--- src/rtl/xb_frame_parser_pkg.sv ---
// Shared definitions for the frame parser: sync constant, header layout, FSM states.
package xb_frame_parser_pkg;

  localparam logic [7:0] SYNC_WORD = 8'hA5;

  // Header word layout, MSB first: [31:24] sync, [23:16] opcode, [15:0] length.
  typedef struct packed {
    logic [7:0]  sync;
    logic [7:0]  opcode;
    logic [15:0] len;
  } hdr_t;

  typedef enum logic {
    ST_HDR     = 1'b0,
    ST_PAYLOAD = 1'b1
  } state_t;

endpackage

--- src/rtl/xb_frame_parser_skid.sv ---
// One-entry output holding register with valid/ready handshake.
// A load always wins over a same-cycle drain, so back-to-back transfers
// keep valid high with the new contents.
module xfp_skid_reg #(
  parameter int W = 32
) (
  input  logic         CLK,
  input  logic         RESET_N,
  input  logic         load,
  input  logic         ready,
  input  logic [W-1:0] din,
  output logic         valid,
  output logic [W-1:0] dout,
  output logic         can_load
);

  // Free now, or will be freed by the handshake completing this cycle.
  assign can_load = !valid || ready;

  // Hold contents while stalled; load takes priority over drain.
  always_ff @(posedge CLK or negedge RESET_N) begin
    if (!RESET_N) begin
      valid <= 1'b0;
      dout  <= '0;
    end else if (load) begin
      valid <= 1'b1;
      dout  <= din;
    end else if (ready) begin
      valid <= 1'b0;
    end
  end

endmodule

--- src/rtl/xb_frame_parser.sv ---
// Frame parser: pops words from a FWFT FIFO, decodes headers into a command
// register and streams payload words into a payload register. Malformed
// headers are dropped and counted.
module xb_frame_parser
  import xb_frame_parser_pkg::*;
#(
  parameter int WIDTH   = 32,
  parameter int MAX_LEN = 4096,
  parameter int DELAY   = 1
) (
  input  logic             CLK,
  input  logic             RESET_N,
  input  logic             fifo_empty,
  input  logic [WIDTH-1:0] fifo_dout,
  output logic             fifo_rden,
  output logic             cmd_valid,
  input  logic             cmd_ready,
  output logic [7:0]       cmd_opcode,
  output logic [15:0]      cmd_len,
  output logic             pl_valid,
  input  logic             pl_ready,
  output logic [WIDTH-1:0] pl_data,
  output logic             pl_last,
  output logic [15:0]      err_cnt
);

  localparam logic [16:0] MAX_LEN_W = 17'(MAX_LEN);

  // DELAY only matters to behavioural models; the synthesized logic is zero-delay.
  logic unused_delay;
  assign unused_delay = (DELAY >= 0);

  state_t      state, state_nxt;
  logic [15:0] remain;
  logic        cmd_load, pl_load, err_inc;
  logic        cmd_can_load, pl_can_load;
  hdr_t        hdr;
  logic        hdr_good;

  assign hdr      = hdr_t'(fifo_dout[31:0]);
  assign hdr_good = (hdr.sync == SYNC_WORD) && ({1'b0, hdr.len} <= MAX_LEN_W);

  // State register.
  always_ff @(posedge CLK or negedge RESET_N) begin
    if (!RESET_N) state <= ST_HDR;
    else          state <= state_nxt;
  end

  // Next state and pop/load strobes. Bad headers have no target register,
  // so they are popped regardless of consumer backpressure.
  always_comb begin
    state_nxt = state;
    fifo_rden = 1'b0;
    cmd_load  = 1'b0;
    pl_load   = 1'b0;
    err_inc   = 1'b0;
    if (RESET_N && !fifo_empty) begin
      case (state)
        ST_HDR: begin
          if (!hdr_good) begin
            fifo_rden = 1'b1;
            err_inc   = 1'b1;
          end else if (cmd_can_load) begin
            fifo_rden = 1'b1;
            cmd_load  = 1'b1;
            if (hdr.len != 16'd0) state_nxt = ST_PAYLOAD;
          end
        end
        ST_PAYLOAD: begin
          if (pl_can_load) begin
            fifo_rden = 1'b1;
            pl_load   = 1'b1;
            if (remain == 16'd1) state_nxt = ST_HDR;
          end
        end
        default: state_nxt = ST_HDR;
      endcase
    end
  end

  // Remaining payload words of the current frame.
  always_ff @(posedge CLK or negedge RESET_N) begin
    if (!RESET_N)      remain <= 16'd0;
    else if (cmd_load) remain <= hdr.len;
    else if (pl_load)  remain <= remain - 16'd1;
  end

  // Discarded-word counter, sticks at all-ones.
  always_ff @(posedge CLK or negedge RESET_N) begin
    if (!RESET_N)                         err_cnt <= 16'd0;
    else if (err_inc && err_cnt != 16'hFFFF) err_cnt <= err_cnt + 16'd1;
  end

  xfp_skid_reg #(.W(24)) u_cmd_reg (
    .CLK      (CLK),
    .RESET_N  (RESET_N),
    .load     (cmd_load),
    .ready    (cmd_ready),
    .din      ({hdr.opcode, hdr.len}),
    .valid    (cmd_valid),
    .dout     ({cmd_opcode, cmd_len}),
    .can_load (cmd_can_load)
  );

  xfp_skid_reg #(.W(WIDTH + 1)) u_pl_reg (
    .CLK      (CLK),
    .RESET_N  (RESET_N),
    .load     (pl_load),
    .ready    (pl_ready),
    .din      ({remain == 16'd1, fifo_dout}),
    .valid    (pl_valid),
    .dout     ({pl_last, pl_data}),
    .can_load (pl_can_load)
  );

endmodule

--- config.mk ---
export PLATFORM = sky130hd
export DESIGN_NAME = xb_frame_parser
export DESIGN_NICKNAME = d
export VERILOG_FILES = /design/src/rtl/xb_frame_parser_pkg.sv /design/src/rtl/xb_frame_parser_skid.sv /design/src/rtl/xb_frame_parser.sv
export SDC_FILE = /design/constraint.sdc
export NUM_CORES = 1
export LEC_CHECK = 0
export BUFFER_PORTS_ARGS = -buffer_cell sky130_fd_sc_hd__buf_2
export CAP_MARGIN = 5
export CORE_MARGIN = 5
export CORE_UTILIZATION = 46
export CTS_CLUSTER_SIZE = 10
export DETAILED_ROUTE_END_ITERATION = 7
export HOLD_SLACK_MARGIN = 0.02
export PLACE_DENSITY_LB_ADDON = 0.1
export SLEW_MARGIN = 20
export SYNTH_ARGS = -nofsm -noshare
export SYNTH_HDL_FRONTEND = slang
export SYNTH_HIERARCHICAL = 1
export SYNTH_SLANG_ARGS = --single-unit
--- constraint.sdc ---
create_clock -name CLK -period 5.7 [get_ports CLK]
set_input_delay 0.285 -clock CLK [delete_from_list [all_inputs] [get_ports CLK]]
set_output_delay 0.285 -clock CLK [all_outputs]
set_load 0.005 [all_outputs]
## Word-level counts from Yosys, hierarchy flattened

Cells that the tools add are included.

- Output and inout bits: 76
- Logic and storage cells: 51
- Register bits: 92

- Add/sub/neg operators: 2
- Order comparisons: 1
- Bitwise logic cells: 1
- Reductions and logical operators: 12
- Multiplexer cells: 25
- Equal/unequal tests: 3

Operators by type and width:

| cell | number |
|---|---|
| 16-bit two-way mux | 2 |
| 1-bit two-way mux | 21 |
| 16-bit by 1-bit adder with 16-bit output (second input constant) | 1 |
| 16-bit by 1-bit equality test with 1-bit output (second input constant) | 1 |
| 16-bit by 13-bit less-or-equal comparator with 1-bit output (second input constant) | 1 |
| 16-bit inequality test (second input constant) | 1 |
| 16-bit nonzero test | 1 |
| 16-bit by 1-bit subtractor with 16-bit output (second input constant) | 1 |
| 8-bit equality test (second input constant) | 1 |
| 2-bit nonzero test | 3 |
| 1-bit one-hot mux with 2 select lines | 2 |
| 1-bit logical AND | 3 |
| 1-bit zero test | 3 |
| 1-bit logical OR | 2 |
| 1-bit inverter | 1 |

## Depth between registers and ports, before layout

- Depth after elaboration: 7
- Gate-level depth with buffers: 8
- Gate-level depth less buffers: 7

## Modules after synthesis

The synthesis kept the hierarchy.

Modules (own cells, without submodules):

| module | times used | area an instance (µm²) | seq. area each (µm²) | cells an instance |
|---|---|---|---|---|
| xb_frame_parser | 1 | 1894.3 | 825.8 | 201 |
| xfp_skid_reg at u_pl_reg | 1 | 1415.1 | 850.8 | 73 |
| xfp_skid_reg at u_cmd_reg | 1 | 1031.0 | 625.6 | 54 |

## Least setup slack after synthesis

No wires, ideal clock.

- Path kind: input to register
- Start point: in fifo_dout[25]
- End point: reg u_cmd_reg.dout[10]
- Stages on the path: 6
- Path buffers: 2
- Arrival: 2167 ps
- Setup time: 125 ps
- Slack: 3408 ps
- Cell sequence: or4b_1 > or3_2 > nor3_1 > buf_6 > buf_12 > mux2_4

- Longest elaborated chain between the ends: 5

RTL lines:

| what | RTL line | source |
|---|---|---|
| start, declared | xb_frame_parser.sv:14 | `input logic [WIDTH-1:0] fifo_dout,` |
| 8-bit equality test | xb_frame_parser.sv:41 | `assign hdr_good = (hdr.sync == SYNC_WORD) && ({1'b0, hdr.len} <= MAX_LEN_W);` |
| 1-bit logical AND | xb_frame_parser.sv:41 |  |
| 1-bit two-way mux | xb_frame_parser.sv:60 | `if (!hdr_good) begin` |
| 1-bit two-way mux | xb_frame_parser.sv:58 | `case (state)` |
| 1-bit two-way mux | xb_frame_parser.sv:57 | `if (RESET_N && !fifo_empty) begin` |
| named net cmd_load | xb_frame_parser.sv:35 | `logic cmd_load, pl_load, err_inc;` |
| end signal, assigned | xb_frame_parser_skid.sv:27 | `dout <= din;` |
| end, declared | xb_frame_parser_skid.sv:13 | `output logic [W-1:0] dout,` |

The timed path passes the listed nets, and every way through them passes these cells.
A chain may end at the register's enable or synchronous reset.

## Worst setup path in the final report

- Start point: in RESET_N
- End point: reg u_pl_reg.dout[29]

- Longest elaborated chain between the ends: 2

RTL lines:

| what | RTL line | source |
|---|---|---|
| start, declared | xb_frame_parser.sv:12 | `input logic RESET_N,` |
| 1-bit logical AND | xb_frame_parser.sv:57 |  |
| 1-bit two-way mux | xb_frame_parser.sv:57 |  |
| end signal, assigned | xb_frame_parser_skid.sv:27 |  |
| end, declared | xb_frame_parser_skid.sv:13 |  |

No other way between the ends.

==> impl_results.md <==
- Die Ht: 107 um
- Pwr Total: 0.00129 W
- Critical R2R Capture: u_pl_reg/dout[29]
- Worst Path Required: 5.94 ns
- CTS tree: built
- Final period utilization: 0.597
- Top-Level Pins: 113
- Cell taking the most area after synthesis: dfrtp_1
- Drt total wl: 9430 um
- Initial core utilization: 0.470
- Row Count: 35
- Crit path buffers/inverters: 4
- First-pass GRT wire length: 15500 um
- Clock buffer depth: 2
- Synth Warn #: 6
- Final HPWL from detailed placement: 6690 um
- Antenna diodes: 0
- Count of final setup violators: 0
- Core Box Area: 9240 um2
- Fmax: 294 MHz
- GR Util All Layers: 0.169
- Total negative slack: 0 ns
- CP Cell Sequence: dlygate4sd3_1 > buf_4 > nand4b_1 > inv_2 > buf_4 > mux2_2
- Critical path origin: RESET_N
- Post-synth top flop: dfrtp_1
- LEAKAGE: 2.68 nW
- Nets: 483
- Top cells by area, synth: dfrtp_1, mux2_4, xnor2_1, mux2_2, buf_12
- Power per cell area: 250 nW/um2
- Slew @ Worst Pin: 0.716 ns
- Critical Path Sink: u_pl_reg/dout[29]
- Pins Over Slew Limit: 0
- Post-Syn Area per Cell: 13.2 um2
- Placed cells: 560
- Root buffer cell: clkbuf_8
- Fin. Hold Viols: 0
- Routability-driven placement congestion ratio: 0.810
- Non-Filler Instances: 576
- WP data arrival: 3.64 ns
- Status: complete, no violations
- Area of the die: 11500 um2
- Drt wl/cell: 16.4 um
- Worst r2r path cells: 5
- Worst setup SP type: primary input
- Crit path max fanout: 48
- Min setup slack post-route: 2.30 ns
- Seq cells post-synth: 92
- Critical Path End Type: flop
- Port Buffer Count: 112
- Synth top area share: 0.530
- Fraction of layout cells with a size suffix above 1: 0.438
- Yosys cell types: 45
- Post-synth top cells: dfrtp_1, mux2_4, nand2_1
- Fin Clk Skew: 0.0121 ns
- Unrepaired setup endpoints after global routing: no
- Async set-reset flop share out of synthesis: 1.00
- Largest delay share family, worst path: buffers and inverters
- Critical path type: in2reg
- Max_slew headroom: 0.522
- Pre-CTS WS: 2.37 ns
- EDFF count, synth: 0
- VDD IR-drop max: 0.000189 V
- Synthesized area: 4340 um2
- DR iter-0 viols: 84
- Slowest cell on crit path: inv_2
- Largest net degree at the start of global routing: 49
- Vias in the first global route: 3112
- Syn Inst Count: 328
- Worst hold path class: in2reg
- Final antenna-violating net count: 0
- Critical Path Most Common Cell: buf_4
- Clock transition at the registers of the reported paths: 0.09 ns
- WHS: 0.173 ns
- Via Count: 2962
- Drt via density: 5.14
- Syn nets: 368
- Seq/Total Area, Yosys: 0.530
- Initial antenna violation count: 0
- R2r setup slk: 2.84 ns
- Max cap viols: 0
- WP depth: 6
- Most common cell in the netlist: dfrtp_1
- DRC Markers: 0
- H-tree Lvls: 3
- Area Growth Syn to Fin: 18.7%
- RR Startpoint: u_pl_reg/valid
- Die Wd: 107 um
- Initial DRT Pass Iterations: 4
- Clock latency on the worst-skew pair: 0.35 ns
- Largest stage delay, worst path: 0.81 ns
- Grt total ovfl: 0
- TritonCTS Buffers: 9
- Min Tclk post-route: 3.40 ns
- Clock Sinks: 92
what timing repair did:
action,4_1_cts,5_1_grt
resized for setup,0,0
endpoints found under the hold margin,44,0
buffers inserted,0,0
hold buffers,1,0
layout make-up:
class,count,area (um2)
fill,825,4090
sequential,92,2300
clock inverter,4,75.1
timing repair buffer,116,596
tap,129,161
multi-input combinational,215,1850
clock buffer,11,131
inverter,9,33.8
worst min-delay path by stage:
stage	from	end	slack (ns)	cells after the start
2_1_floorplan	RESET_N	err_cnt[0]	-0.01	0
3_3_place_gp	RESET_N	u_pl_reg/dout[18]	0.33	1
3_5_place_dp	RESET_N	u_pl_reg/dout[18]	0.34	1
4_1_cts	fifo_dout[21]	u_pl_reg/dout[21]	0.16	2
5_1_grt	fifo_dout[20]	u_pl_reg/dout[20]	0.16	2
6_report	fifo_dout[21]	u_pl_reg/dout[21]	0.17	2
sequential cells by signal (all words and copies together) (netlist names):
name	cells
u_cmd_reg/valid	1
err_cnt	16
remain	16
u_pl_reg/valid	1
u_pl_reg/dout	33
u_cmd_reg/dout	24
state	1
logic make-up after synthesis:
group                      after synthesis  share of synthesized area
muxes                                   59                      0.194
and+or+nand+nor                         94                      0.125
xor gates and xnor gates                18                     0.0363
AOI/OAI and AO/OA                       41                     0.0600
DFF                                     92                      0.530
buffers and inverters                   21                     0.0453
adders and majority gates                3                    0.00865
power by group:
group / leakage (nW) / total, W / switching, W / internal [W]
Clock: 0.0956 / 0.000465 / 0.000220 / 0.000245
Combinational: 1.33 / 0.000116 / 0.0000592 / 0.0000567
Sequential: 1.25 / 0.000708 / 0.0000315 / 0.000677
worst register-to-register path, cell delays in order, from the launching register on:
cell,delay [ns]
dfrtp_1,0.39
nand2b_1,0.14
nand4b_1,0.58
inv_2,0.81
buf_4,0.45
mux2_2,0.39
layout by cell type, fill, tap and decap left out, drive strengths merged, types with 2 or more instances in the layout:
cell / synthesis / final
buf: 12 / 115
nor3: 6 / 6
and3: 3 / 3
a31oi: 2 / 2
mux2: 58 / 58
nand2: 17 / 17
xor2: 5 / 5
or3: 5 / 5
nand4b: 3 / 3
xnor2: 13 / 13
clkbuf: 0 / 11
nand3: 11 / 11
or4: 3 / 3
ha: 3 / 3
o211ai: 2 / 2
a21oi: 12 / 12
nor3b: 2 / 2
a21o: 2 / 2
a22oi: 2 / 2
clkinvlp: 0 / 2
nor2: 11 / 11
o31ai: 3 / 3
or2: 2 / 2
nand4: 9 / 9
nand2b: 4 / 4
and4: 4 / 4
dfrtp: 92 / 92
bufinv: 0 / 2
o22ai: 3 / 3
inv: 9 / 9
o21ai: 11 / 11
nor4: 11 / 11
o2bb2ai: 2 / 2
stage by stage:
step | instance area (um2) | util
after floorplan | 4340 | -
after global placement | 4930 | 0.534
after detailed placement | 4930 | 0.534
after CTS | 5150 | 0.557
after global routing | 5150 | 0.558
final | 5150 | 0.558
metal layers:
layer | track usage | up-vias | part of all wire | routed length [um]
met5 | 0 | - | 0 | 0
met4 | 0.0621 | 0 | 0.015 | 145
met3 | 0.0373 | 12 | 0.048 | 455
met2 | 0.263 | 74 | 0.47 | 4420
met1 | 0.231 | 1462 | 0.47 | 4410
li1 | - | 1414 | - | -
Note: power is estimated with default switching activity, not from simulation.
